### config.mk
export PLATFORM = sky130hd
export DESIGN_NAME = router_nxn_core
export DESIGN_NICKNAME = d
export VERILOG_FILES = /design/src/rtl/router_pkg.sv /design/src/rtl/router_in_fifo.sv /design/src/rtl/router_nxn_core.sv
export SDC_FILE = /design/constraint.sdc
export NUM_CORES = 2
export LEC_CHECK = 0
export CORE_MARGIN = 5
export CORE_UTILIZATION = 30
export DETAILED_ROUTE_END_ITERATION = 8
export PLACE_DENSITY_LB_ADDON = 0.12
export SYNTH_ARGS = -nofsm -noshare
export SYNTH_HDL_FRONTEND = slang
export SYNTH_SLANG_ARGS = --single-unit
### constraint.sdc
create_clock -name clk -period 6.4 [get_ports clk]
set_input_delay 1.92 -clock clk [delete_from_list [all_inputs] [get_ports clk]]
set_output_delay 1.92 -clock clk [all_outputs]
set_load 0.005 [all_outputs]
### src/rtl/router_pkg.sv
// router_pkg
//   Shared types and constants for the NxN store-and-forward router:
//   input parser states, packet header field widths and CSR byte addresses.
package router_pkg;

    localparam int HDR_DEST_W = 4;   // destination port field in header byte 0
    localparam int LEN_W      = 8;   // payload length field in header byte 1

    typedef enum logic [1:0] {
        IDLE,
        LEN,
        PAYLOAD
    } parse_state_e;

    localparam logic [7:0] ADDR_CTRL      = 8'h00;
    localparam logic [7:0] ADDR_PORT_EN   = 8'h04;
    localparam logic [7:0] ADDR_DROP_BASE = 8'h08;
    localparam logic [7:0] ADDR_TX_BASE   = 8'h80;
    localparam logic [7:0] ADDR_RX_BASE   = 8'hC0;

endpackage

### src/rtl/router_in_fifo.sv
// router_in_fifo
//   Per-input-port packet parser plus commit/rollback FIFO. Bytes of a packet
//   are written speculatively at wr_ptr; only when the last byte lands does
//   commit_ptr move, so the output side never sees a partial packet. A packet
//   that overflows the FIFO or names a non-existent destination is rolled back
//   and the remainder of it is swallowed.
// Ports
//   clk, reset       clock, synchronous active-high reset
//   en_i             port enable, sampled on the header byte only
//   in_data_i        input byte, in_valid_i qualifies it
//   rd_en_i          pop one committed byte
//   head_o, avail_o  byte at the read pointer / committed data present
//   drop_o           one-cycle pulse, once per dropped packet
//   commit_o         one-cycle pulse when a packet is committed
//   commit_len_o     byte count of the packet being committed
module router_in_fifo
    import router_pkg::*;
#(
    parameter int NUM_PORTS  = 4,
    parameter int DATA_W     = 8,
    parameter int FIFO_DEPTH = 64
) (
    input  logic                          clk,
    input  logic                          reset,
    input  logic                          en_i,
    input  logic [DATA_W-1:0]             in_data_i,
    input  logic                          in_valid_i,
    input  logic                          rd_en_i,
    output logic [DATA_W-1:0]             head_o,
    output logic                          avail_o,
    output logic                          drop_o,
    output logic                          commit_o,
    output logic [$clog2(FIFO_DEPTH):0]   commit_len_o
);

    localparam int AW = $clog2(FIFO_DEPTH);
    typedef logic [AW:0] ptr_t;

    logic [DATA_W-1:0] mem_q [FIFO_DEPTH];
    ptr_t              wr_ptr_q, wr_ptr_d, commit_q, commit_d, rd_ptr_q;
    parse_state_e      state_q, state_d;
    logic              keep_q, keep_d;
    logic [LEN_W-1:0]  rem_q, rem_d;
    logic              we, hdr, wanted, bad, full, last;
    logic [LEN_W-1:0]  byte_v;

    always_comb begin
        byte_v   = in_data_i[LEN_W-1:0];
        hdr      = (state_q == IDLE);
        // A pop in the same cycle frees a slot, so the write may proceed.
        full     = ((wr_ptr_q - rd_ptr_q) == ptr_t'(FIFO_DEPTH)) && !rd_en_i;
        bad      = hdr && (32'(in_data_i[HDR_DEST_W-1:0]) >= NUM_PORTS);
        wanted   = hdr ? en_i : keep_q;
        last     = ((state_q == LEN) && (byte_v == '0)) ||
                   ((state_q == PAYLOAD) && (rem_q == LEN_W'(1)));
        state_d  = state_q;
        keep_d   = keep_q;
        rem_d    = rem_q;
        wr_ptr_d = wr_ptr_q;
        commit_d = commit_q;
        we       = 1'b0;
        drop_o   = 1'b0;
        commit_o = 1'b0;
        commit_len_o = wr_ptr_q + ptr_t'(1) - commit_q;

        if (in_valid_i) begin
            case (state_q)
                IDLE:    state_d = LEN;
                LEN: begin
                    rem_d   = byte_v;
                    state_d = (byte_v == '0) ? IDLE : PAYLOAD;
                end
                PAYLOAD: begin
                    rem_d = rem_q - LEN_W'(1);
                    if (rem_q == LEN_W'(1)) state_d = IDLE;
                end
                default: state_d = IDLE;
            endcase

            // keep stays low for the rest of a discarded or dropped packet.
            keep_d = 1'b0;
            if (wanted) begin
                if (bad || full) begin
                    drop_o   = 1'b1;
                    wr_ptr_d = commit_q;
                end else begin
                    keep_d   = 1'b1;
                    we       = 1'b1;
                    wr_ptr_d = wr_ptr_q + ptr_t'(1);
                    if (last) begin
                        commit_d = wr_ptr_q + ptr_t'(1);
                        commit_o = 1'b1;
                    end
                end
            end
        end
    end

    always_ff @(posedge clk) begin
        if (reset) begin
            state_q  <= IDLE;
            keep_q   <= 1'b0;
            rem_q    <= '0;
            wr_ptr_q <= '0;
            commit_q <= '0;
            rd_ptr_q <= '0;
        end else begin
            state_q  <= state_d;
            keep_q   <= keep_d;
            rem_q    <= rem_d;
            wr_ptr_q <= wr_ptr_d;
            commit_q <= commit_d;
            rd_ptr_q <= rd_ptr_q + ptr_t'(rd_en_i);
        end
    end

    always_ff @(posedge clk) begin
        if (we) mem_q[wr_ptr_q[AW-1:0]] <= in_data_i;
    end

    assign head_o  = mem_q[rd_ptr_q[AW-1:0]];
    assign avail_o = (commit_q != rd_ptr_q);

endmodule

### src/rtl/router_nxn_core.sv
// router_nxn_core
//   NxN store-and-forward packet router. Each input has a router_in_fifo;
//   each output has a round-robin arbiter that streams one whole committed
//   packet (dest, len, payload) per grant with no bubbles. CSR block holds
//   global/port enables and per-port drop counters.
//   Optional macro ROUTER_STATS_EN adds TX_PKT_CNT (0x80+4i) and
//   RX_BYTE_CNT (0xC0+4i); without it that range reads 0 and ignores writes.
// Ports
//   clk, reset        clock, synchronous active-high reset
//   sa, sa_valid      input byte / qualifier per port (port i at [i*DATA_W +: DATA_W])
//   da, da_valid      output byte / qualifier per port
//   wr, rd, addr      CSR strobes and byte address
//   wdata, rdata      CSR write data / registered read data
module router_nxn_core
    import router_pkg::*;
#(
    parameter int NUM_PORTS  = 4,
    parameter int DATA_W     = 8,
    parameter int FIFO_DEPTH = 64
) (
    input  logic                          clk,
    input  logic                          reset,
    input  logic [NUM_PORTS*DATA_W-1:0]   sa,
    input  logic [NUM_PORTS-1:0]          sa_valid,
    output logic [NUM_PORTS*DATA_W-1:0]   da,
    output logic [NUM_PORTS-1:0]          da_valid,
    input  logic                          wr,
    input  logic                          rd,
    input  logic [7:0]                    addr,
    input  logic [31:0]                   wdata,
    output logic [31:0]                   rdata
);

    localparam int IDX_W = $clog2(NUM_PORTS);
    localparam int CW    = $clog2(FIFO_DEPTH) + 1;

    logic [DATA_W-1:0]                head [NUM_PORTS];
    logic [NUM_PORTS-1:0]             avail, drop, commit, rd_en, in_busy, tx_done;
    logic [NUM_PORTS-1:0][CW-1:0]     commit_len;

    logic                             ctrl_q;
    logic [NUM_PORTS-1:0]             port_en_q;
    logic [NUM_PORTS-1:0][31:0]       drop_cnt_q;
    logic [31:0]                      rdata_q, rd_val;

    logic [NUM_PORTS-1:0]             busy_q, busy_d, hdr_q, hdr_d, dav_q, dav_d;
    logic [NUM_PORTS-1:0][LEN_W-1:0]  rem_q, rem_d;
    logic [NUM_PORTS-1:0][IDX_W-1:0]  gnt_q, gnt_d, rr_q, rr_d;
    logic [NUM_PORTS*DATA_W-1:0]      da_q, da_d;

    for (genvar i = 0; i < NUM_PORTS; i++) begin : g_in
        router_in_fifo #(
            .NUM_PORTS (NUM_PORTS),
            .DATA_W    (DATA_W),
            .FIFO_DEPTH(FIFO_DEPTH)
        ) u_fifo (
            .clk         (clk),
            .reset       (reset),
            .en_i        (ctrl_q & port_en_q[i]),
            .in_data_i   (sa[i*DATA_W +: DATA_W]),
            .in_valid_i  (sa_valid[i]),
            .rd_en_i     (rd_en[i]),
            .head_o      (head[i]),
            .avail_o     (avail[i]),
            .drop_o      (drop[i]),
            .commit_o    (commit[i]),
            .commit_len_o(commit_len[i])
        );
    end

    always_comb begin : arb
        logic [IDX_W-1:0] sel;
        logic             found, lst;
        logic [LEN_W-1:0] b;
        int               idx;
        busy_d  = busy_q;
        hdr_d   = hdr_q;
        rem_d   = rem_q;
        gnt_d   = gnt_q;
        rr_d    = rr_q;
        rd_en   = '0;
        tx_done = '0;
        da_d    = '0;
        dav_d   = '0;
        in_busy = '0;
        sel     = '0;
        found   = 1'b0;
        lst     = 1'b0;
        b       = '0;
        idx     = 0;
        // An input being streamed exposes payload bytes at its head; they must
        // not be mistaken for a header by another output.
        for (int o = 0; o < NUM_PORTS; o++)
            if (busy_q[o]) in_busy[gnt_q[o]] = 1'b1;
        for (int o = 0; o < NUM_PORTS; o++) begin
            sel   = gnt_q[o];
            found = 1'b0;
            lst   = 1'b0;
            if (!busy_q[o]) begin
                for (int k = 0; k < NUM_PORTS; k++) begin
                    idx = int'(rr_q[o]) + k;
                    if (idx >= NUM_PORTS) idx = idx - NUM_PORTS;
                    if (!found && avail[idx] && !in_busy[idx] &&
                        int'(head[idx][HDR_DEST_W-1:0]) == o) begin
                        found = 1'b1;
                        sel   = IDX_W'(idx);
                    end
                end
            end
            b = head[sel][LEN_W-1:0];
            if (busy_q[o] || found) begin
                rd_en[sel]                = 1'b1;
                da_d[o*DATA_W +: DATA_W]  = head[sel];
                dav_d[o]                  = 1'b1;
                if (!busy_q[o]) begin
                    busy_d[o] = 1'b1;
                    hdr_d[o]  = 1'b1;
                    gnt_d[o]  = sel;
                end else if (hdr_q[o]) begin
                    rem_d[o] = b;
                    hdr_d[o] = 1'b0;
                    lst      = (b == '0);
                end else begin
                    rem_d[o] = rem_q[o] - LEN_W'(1);
                    lst      = (rem_q[o] == LEN_W'(1));
                end
                if (lst) begin
                    busy_d[o]  = 1'b0;
                    rr_d[o]    = (int'(sel) == NUM_PORTS - 1) ? '0 : sel + IDX_W'(1);
                    tx_done[o] = 1'b1;
                end
            end
        end
    end

    always_ff @(posedge clk) begin
        if (reset) begin
            busy_q <= '0;
            hdr_q  <= '0;
            rem_q  <= '0;
            gnt_q  <= '0;
            rr_q   <= '0;
            da_q   <= '0;
            dav_q  <= '0;
        end else begin
            busy_q <= busy_d;
            hdr_q  <= hdr_d;
            rem_q  <= rem_d;
            gnt_q  <= gnt_d;
            rr_q   <= rr_d;
            da_q   <= da_d;
            dav_q  <= dav_d;
        end
    end

    assign da       = da_q;
    assign da_valid = dav_q;

`ifdef ROUTER_STATS_EN
    logic [NUM_PORTS-1:0][31:0] tx_cnt_q, rx_cnt_q;

    always_ff @(posedge clk) begin
        if (reset) begin
            tx_cnt_q <= '0;
            rx_cnt_q <= '0;
        end else begin
            for (int i = 0; i < NUM_PORTS; i++) begin
                if (wr && addr == ADDR_TX_BASE + 8'(4*i))      tx_cnt_q[i] <= '0;
                else if (tx_done[i])                           tx_cnt_q[i] <= tx_cnt_q[i] + 32'd1;
                if (wr && addr == ADDR_RX_BASE + 8'(4*i))      rx_cnt_q[i] <= '0;
                else if (commit[i])                            rx_cnt_q[i] <= rx_cnt_q[i] + 32'(commit_len[i]);
            end
        end
    end
`else
    logic unused_stats;
    assign unused_stats = ^{commit, commit_len, tx_done};
`endif

    always_comb begin
        rd_val = '0;
        if (addr == ADDR_CTRL)    rd_val = {31'b0, ctrl_q};
        if (addr == ADDR_PORT_EN) rd_val = 32'(port_en_q);
        for (int i = 0; i < NUM_PORTS; i++) begin
            if (addr == ADDR_DROP_BASE + 8'(4*i)) rd_val = drop_cnt_q[i];
`ifdef ROUTER_STATS_EN
            if (addr == ADDR_TX_BASE + 8'(4*i))   rd_val = tx_cnt_q[i];
            if (addr == ADDR_RX_BASE + 8'(4*i))   rd_val = rx_cnt_q[i];
`endif
        end
    end

    always_ff @(posedge clk) begin
        if (reset) begin
            ctrl_q     <= 1'b1;
            port_en_q  <= '1;
            drop_cnt_q <= '0;
            rdata_q    <= '0;
        end else begin
            if (wr && addr == ADDR_CTRL)    ctrl_q    <= wdata[0];
            if (wr && addr == ADDR_PORT_EN) port_en_q <= wdata[NUM_PORTS-1:0];
            // A clear landing on the same cycle as a drop leaves the counter at 0.
            for (int i = 0; i < NUM_PORTS; i++) begin
                if (wr && addr == ADDR_DROP_BASE + 8'(4*i)) drop_cnt_q[i] <= '0;
                else if (drop[i])                           drop_cnt_q[i] <= drop_cnt_q[i] + 32'd1;
            end
            if (rd) rdata_q <= rd_val;
        end
    end

    assign rdata = rdata_q;

    logic unused_wdata;
    assign unused_wdata = ^wdata[31:NUM_PORTS];

endmodule
==> flow_metrics.env <==
export IMPL_grt_max_degree=98
export IMPL_period_minus_slack_ns=6.27
export IMPL_holdPathStages=2
export IMPL_vias_in_the_first_global_route=62300
export IMPL_violations="max-capacitance violations, max-slew violations"
export IMPL_timing_reg2reg_worst_path_depth=23
export IMPL_synth_avg_cell_area_sq_um=15.8
export IMPL_hold_viol_final=0
export IMPL_placed_cells_incl_taps=11800
export IMPL_gp_congestion=0.838
export IMPL_io_pin_count=148
export IMPL_critPathArrivalTime_ns=7.10
export IMPL_h_tree_depth=5
export IMPL_fp_row_count=215
export IMPL_async_flop_share_pct=0
export IMPL_report_final_slew_viol_count=3
export IMPL_antenna_violating_nets_post_route=0
export IMPL_synthDominantAreaCellType="sky130_fd_sc_hd__edfxtp_1"
export IMPL_netlist_top_cells_area="sky130_fd_sc_hd__edfxtp_1 (60%), sky130_fd_sc_hd__mux4_2 (12%), sky130_fd_sc_hd__dfxtp_1 (7.5%)"
export IMPL_setup_violations=0
export IMPL_primary_flip_flop_cell_chosen_by_synthesis_mapping="sky130_fd_sc_hd__edfxtp_1"
export IMPL_timing_critical_path_required_ns=7.23
export IMPL_per_cell_routed_wire_length_um=25.1
export IMPL_initial_antenna_violation_count=15
export IMPL_clock_path_buffers=4
export IMPL_numClockSinks=2433
export IMPL_remaining_drc_errors=0
export IMPL_cts_buffers=289
export IMPL_clock_skew_ns=0.0651
export IMPL_r2r_setup_slack_ns=0.13
export IMPL_drt_vias_per_instance=4.97
export IMPL_max_cap_viol_count=1
export IMPL_clock_tree_root_cell="sky130_fd_sc_hd__clkbuf_16"
export IMPL_timing_critical_path_fanout_max=7
export IMPL_cts_reportedPaths_clkPinSlew_ns=0.06
export IMPL_chipHeight_um=596
export IMPL_yosysTopAreaCellShare_pct=59.6
export IMPL_power_ir_vdd_worst_uv=167
export IMPL_tritoncts="yes"
export IMPL_syn_cell_area_sq_mm=0.103
export IMPL_drt_pre_antenna_iters=8
export IMPL_synthCells=6540
export IMPL_reg2reg_from="g_in[3].u_fifo.rd_ptr_q[0]$_SDFF_PP0_"
export IMPL_grt_use_total_pct=17.0
export IMPL_register_area_sq_mm=0.0692
export IMPL_totalWireLength_um=311000
export IMPL_slew_of_the_pin_with_the_lowest_slew_margin_ns=1.55
export IMPL_multi_input_area_sq_mm=0.0325
export IMPL_netlist_cell_types=125
export IMPL_hold_worst_path_end="g_in[0].u_fifo.keep_q$_SDFFE_PP0P_"
export IMPL_detailed_place_hpwl_um=210000
export IMPL_detailedRoute_firstIterationViolations=5035
export IMPL_slew_limit_headroom_pct=-4.00
export IMPL_grt_setup_unrepaired="true"
export IMPL_power_per_cell_area_mw_per_mm2=273
export IMPL_drive_gt1_share_pct=28.9
export IMPL_ys_seq_elements=2433
export IMPL_cellLeakagePower_nw=41.5
export IMPL_maxClockFrequency_ghz=0.160
export IMPL_post_synthesis_net_count=6707
export IMPL_critical_path_reg2reg_endpoint="drop_cnt_q[123]$_SDFFE_PP0P_"
export IMPL_layoutNonFillerInstCount=12400
export IMPL_worst_skew_pair_late_latency_ns=0.91
export IMPL_min_period_over_period_pct=98.0
export IMPL_worst_setup_path_start_kind="register"
export IMPL_ys_seq_area_share_pct=67.1
export IMPL_hold_worst_slack_ns=0.475
export IMPL_result_of_the_run="finished with violations"
export IMPL_start_util_pct=30.1
export IMPL_timing_worst_setup_path_type="register to register"
export IMPL_worst_hold_path_type="register to register"
export IMPL_die_width_um=596
export IMPL_hold_path_startpoint="g_in[0].u_fifo.keep_q$_SDFFE_PP0P_"
export IMPL_core_area_sq_mm=0.343
export IMPL_synth_enable_flop_cells=2048
export IMPL_final_fill_count=32300
export IMPL_grt_first_pass_wirelength_um=451000
export IMPL_routed_via_count=61600
export IMPL_globalRouteOverflowTotal=0
export IMPL_yosysWarningCount=0
export IMPL_finalNetCount=7753
export IMPL_crit_path_end_kind="register"
export IMPL_floorplan_die_area_sq_mm=0.356
export IMPL_place_port_buffers=119
export IMPL_area_growth_syn_to_layout_pct=22.9
-- flip-flops by register name (all words and copies together) (netlist names), 8 cells and up --
| name | cells |
|---|---|
| da | 32 |
| drop_cnt_q | 128 |
| g_in.u_fifo.commit_q | 28 |
| g_in.u_fifo.mem_q | 2048 |
| g_in.u_fifo.rd_ptr_q | 28 |
| g_in.u_fifo.rem_q | 32 |
| g_in.u_fifo.state_q | 8 |
| g_in.u_fifo.wr_ptr_q | 28 |
| gnt_q | 8 |
| rdata | 32 |
| rem_q | 32 |
| rr_q | 8 |
-- stage by stage --
step / power (mW) / setup slack (ns) / utilization [%] / cell area (sq um) / TNS, ns
floorplan: 18.1 / 0.487 / - / 103000 / 0
global placement: 18.7 / -0.372 / 33.8 / 116000 / -349.52
detailed placement: 18.8 / -0.414 / 33.8 / 116000 / -389.17
CTS: 35.1 / -0.0252 / 36.6 / 126000 / -0.0619
global route: 35.8 / -0.0525 / 37.0 / 127000 / -1.72
finish: 34.6 / 0.131 / 37.0 / 127000 / 0
-- layout make-up --
| class | count | share of cell area (%) |
|---|---|---|
| flip-flops and latches | 2433 | 54.7 |
| multi-input cells | 3613 | 25.6 |
| repair buffers | 1105 | 7.48 |
| clock buffers | 394 | 6.24 |
| well taps | 4557 | 4.50 |
| clock inverters | 127 | 1.04 |
| inverters | 144 | 0.431 |
| diodes | 7 | 0.0138 |
-- per-layer routing --
layer  GRT usage (%)  routed length, um
met1            24.6             145000
met2            27.5             146000
met3            1.99              12400
met4            3.96               7160
met5               0                  0
-- kinds of logic after synthesis --
kind of cell | share of synthesized area, %
adder cells (fa/ha/maj) | 1.06
AND/OR/NAND/NOR | 7.76
AO/OA/AOI/OAI | 5.64
XOR/XNOR | 1.46
flip-flops | 67.1
multiplexers | 14.8
buffers and inverters | 2.11
-- power breakdown --
group | internal, mW | switching [mW] | leakage [nW] | total [mW]
logic | 0.374 | 0.800 | 15.4 | 1.17
clock network | 9.51 | 6.63 | 4.51 | 16.1
registers | 17.2 | 0.0555 | 21.5 | 17.3
total | 27.1 | 7.49 | 41.5 | 34.6
-- worst max-delay path by stage --
stage	slack, ns	cells past startpoint	to	from
finish	0.13	23	drop_cnt_q[123]$_SDFFE_PP0P_	g_in[3].u_fifo.rd_ptr_q[0]$_SDFF_PP0_
global route	-0.05	25	g_in[2].u_fifo.mem_q[43][5]$_DFFE_PP_	g_in[0].u_fifo.rd_ptr_q[1]$_SDFF_PP0_
CTS	-0.03	26	drop_cnt_q[127]$_SDFFE_PP0P_	g_in[0].u_fifo.rd_ptr_q[1]$_SDFF_PP0_
detailed placement	-0.41	22	drop_cnt_q[30]$_SDFFE_PP0P_	g_in[2].u_fifo.rd_ptr_q[0]$_SDFF_PP0_
global placement	-0.37	24	g_in[3].u_fifo.mem_q[19][4]$_DFFE_PP_	g_in[2].u_fifo.rd_ptr_q[0]$_SDFF_PP0_
floorplan	0.49	23	drop_cnt_q[48]$_SDFFE_PP0P_	g_in[3].u_fifo.rd_ptr_q[0]$_SDFF_PP0_
-- critical path, cell delays in order, from the launching register on --
cell and delay, ns:
sky130_fd_sc_hd__dfxtp_4 0.38, sky130_fd_sc_hd__buf_12 0.12, sky130_fd_sc_hd__buf_12 0.09, sky130_fd_sc_hd__clkbuf_16 0.15, sky130_fd_sc_hd__mux4_2 0.51, sky130_fd_sc_hd__mux4_2 0.49
sky130_fd_sc_hd__o311a_4 0.42, sky130_fd_sc_hd__or2_4 0.24, sky130_fd_sc_hd__or4_4 0.43, sky130_fd_sc_hd__buf_8 0.16, sky130_fd_sc_hd__o21ai_4 0.29, sky130_fd_sc_hd__o22ai_4 0.14
sky130_fd_sc_hd__nor4_4 0.26, sky130_fd_sc_hd__nor3_2 0.09, sky130_fd_sc_hd__buf_4 0.17, sky130_fd_sc_hd__ha_4 0.15, sky130_fd_sc_hd__and2_4 0.16, sky130_fd_sc_hd__o41ai_4 0.35
sky130_fd_sc_hd__buf_6 0.17, sky130_fd_sc_hd__nand4_1 0.14, sky130_fd_sc_hd__or4b_4 0.60, sky130_fd_sc_hd__buf_12 0.19, sky130_fd_sc_hd__or3_1 0.34, sky130_fd_sc_hd__a21oi_1 0.14
-- Yosys cell counts, drive strengths merged, types with 90 or more instances --
| library cell | number |
|---|---|
| a21oi | 200 |
| buf | 161 |
| clkbuf | 190 |
| dfxtp | 385 |
| edfxtp | 2048 |
| inv | 136 |
| mux2i | 216 |
| mux4 | 558 |
| nand2 | 282 |
| nand3 | 127 |
| nor2 | 794 |
| o21ai | 187 |
| xor2 | 90 |
-- repair_timing --
item,in CTS,in global routing
pin swaps,21,43
hold endpoints to repair,0,0
gates resized for setup,101,131
setup buffers,25,55
cloned,3,2
endpoints found under the setup margin,2021,2084
hold buffers,0,0
-- layout by cell type, fill, tap and decap left out, types with 90 or more instances in the layout --
master	count
sky130_fd_sc_hd__a21oi_1	193
sky130_fd_sc_hd__xor2_1	90
sky130_fd_sc_hd__edfxtp_1	2048
sky130_fd_sc_hd__nand2_1	280
sky130_fd_sc_hd__dfxtp_1	373
sky130_fd_sc_hd__nand3_1	123
sky130_fd_sc_hd__buf_4	882
sky130_fd_sc_hd__o21ai_0	159
sky130_fd_sc_hd__inv_1	123
sky130_fd_sc_hd__clkbuf_16	297
sky130_fd_sc_hd__mux4_2	549
sky130_fd_sc_hd__mux2i_1	212
sky130_fd_sc_hd__nor2_1	745
No activity file was read; power rests on OpenSTA's default activity.
==> variant (same settings) <==
Register the output `da` once more, cleared by the reset; this adds one clock of latency there. The other outputs are not delayed to match.
--- a/src/rtl/router_nxn_core.sv
+++ b/src/rtl/router_nxn_core.sv
@@ -153,7 +153,13 @@
         end
     end
 
-    assign da       = da_q;
+    always_ff @(posedge clk) begin
+        if (reset) begin
+            da <= '0;
+        end else begin
+            da <= da_q;
+        end
+    end
     assign da_valid = dav_q;
 
 `ifdef ROUTER_STATS_EN
Function: not settled (the Yosys comparison gave no result); the edit may change what the design does.
==> variant against the original RTL <==
- sequential cell count up 32
- synthesized cell count down 3.3%
- sequential share of layout area up 0.12 points
- wire length down 2.4%
- combinational power up 85%
- worst setup slack worse by 0.087 ns
- die area down 0.55%
- critical endpoint is now g_in[2].u_fifo.mem_q[56][6]
- worst hold slack worse by 0.040 ns
- synthesized area down 0.56%
- cell area up 0.69%
- non-clock buffer count down 67
- utilization up 0.55 points
- total power up 3.2%
==> variant: results (changes against the original RTL) <==
Parameter                              Value

Worst setup path
  Worst path max stage delay    0.46 ns (-0.14 ns)
  Setup slack on the worst flop-to-flop path    0.04 ns (-0.09 ns)
  Highest net fanout along the worst path    18 (+11)
  Arrival time at the worst endpoint    6.95 ns (-0.15 ns)
  Master of the slowest instance on the critical path    sky130_fd_sc_hd__a222oi_1
  R2R Path Start    g_in[1].u_fifo.rd_ptr_q[1]

Synthesis
  Fraction of synthesized area in multiplexers    14.8% (-0.071 points)
  Complex-gate fraction of the synthesized area    4.79% (-0.85 points)
  Number of instances in the synthesized netlist    6325 (-3.3%)
  Sequential element share of the synthesized area    68.1% (+1.0 points)
  Synth Area in Adders    1.07% (+0.018 points)
  Fraction of synthesized cell area in xor and xnor cells    1.58% (+0.12 points)
  Post-synthesis net count    6493 (-3.2%)
  Cell types occupying the most area after synthesis    sky130_fd_sc_hd__edfxtp_1 (60%), sky130_fd_sc_hd__mux4_2 (13%), sky130_fd_sc_hd__dfxtp_1 (8.1%)

Global routing
  Total routing resource utilization after global routing    16.7% (-0.35 points)
  Pin count of the biggest net entering global routing    119 (+21%)
  Number of antenna violations at the first check in global routing    20 (+5)
  First-pass GRT wire length    438 mm (-2.8%)
  Vias in the first global route    60400 (-3.1%)

Layout
  Count of fill cells added during filler insertion    32000 (-1.1%)
  Final #Nets    7459 (-3.8%)
  Non-filler cells, final    12000 (-2.7%)

CTS
  Num CTS Buffers    285 (-1.4%)

Detailed routing
  Vias    59400 (-3.6%)
  Wirelength, routed    303 mm (-2.4%)

Status
  Result of the run    finished, final reports clean

Placed design
  Final weighted congestion in routability-driven placement    0.812 (-3.2%)
  Cell count after placement    11500 (-2.6%)

Timing
  Slew at the pin closest to its max-slew limit    1.17 ns (-0.374 ns)

Power and ir drop
  Standby leakage power    41.3 nW (-0.40%)
  Worst-case vdd ir drop    0.182 mV (+9.0%)

Hold path
  Start point of the worst min-delay path    da_q[28]
-- variant: kinds of logic after synthesis --
| group | after synthesis |
|---|---|
| DFF | 2465 |
| AOI/OAI and AO/OA | 694 |
| adders and majority gates | 88 |
| xor gates and xnor gates | 185 |
| muxes | 787 |
| buffers and inverters | 483 |
| and+or+nand+nor | 1623 |
-- variant: metrics by stage --
stage               hold slack [ns]  worst slack, ns
global placement              0.432           -0.759
CTS                           0.441          -0.0353
global route                  0.453           -0.119
floorplan                     0.414           0.0775
finish                        0.435           0.0441
detailed placement            0.426           -0.825
-- variant: worst max-delay path: cells and delay by family, from the launching register on --
family                   cells  cell delay [ns]
flip-flops                   1             0.37
adder cells (fa/ha/maj)      1             0.17
AND/OR/NAND/NOR              7             1.13
AO/OA/AOI/OAI                8             1.92
buffers and inverters       14             2.43
-- variant: final cells by class --
cell class / instances / area [um^2] / share of cell area (%)
inverter: 124 / 475 / 0.373
clock inverter: 141 / 1350 / 1.06
tap: 4536 / 5680 / 4.45
multi-input combinational: 3377 / 32600 / 25.5
antenna: 7 / 17.5 / 0.0137
clock buffer: 361 / 7720 / 6.05
timing repair buffer: 1038 / 9880 / 7.74
sequential: 2465 / 69900 / 54.8
-- variant: timing repair --
item	4_1_cts	5_1_grt
pin swaps	24	75
gates resized for setup	271	433
buffers inserted	16	62
gates cloned	3	4
setup endpoints to repair	2233	2158
-- variant: final timing paths --
| kind | end | cells past startpoint |
|---|---|---|
| setup / recovery | g_in[2].u_fifo.mem_q[56][6] | 30 |
| hold / removal | da[28] | 1 |
| setup reg to reg | g_in[2].u_fifo.mem_q[56][6] | 30 |
| hold reg to reg | da[28] | 1 |
-- variant: layer usage --
layer | track usage (%) | part of all wire, % | up-vias
met5 | 0 | 0 | -
met4 | 3.32 | 1.8 | 0
met2 | 27.0 | 47 | 1182
met3 | 2.35 | 3.9 | 309
li1 | - | - | 26800
met1 | 24.0 | 47 | 31100
-- variant: power breakdown --
group / total, mW / switching, mW / internal, mW
Combinational: 2.16 / 1.29 / 0.873
Clock: 16.0 / 6.53 / 9.46
Sequential: 17.5 / 0.0952 / 17.4
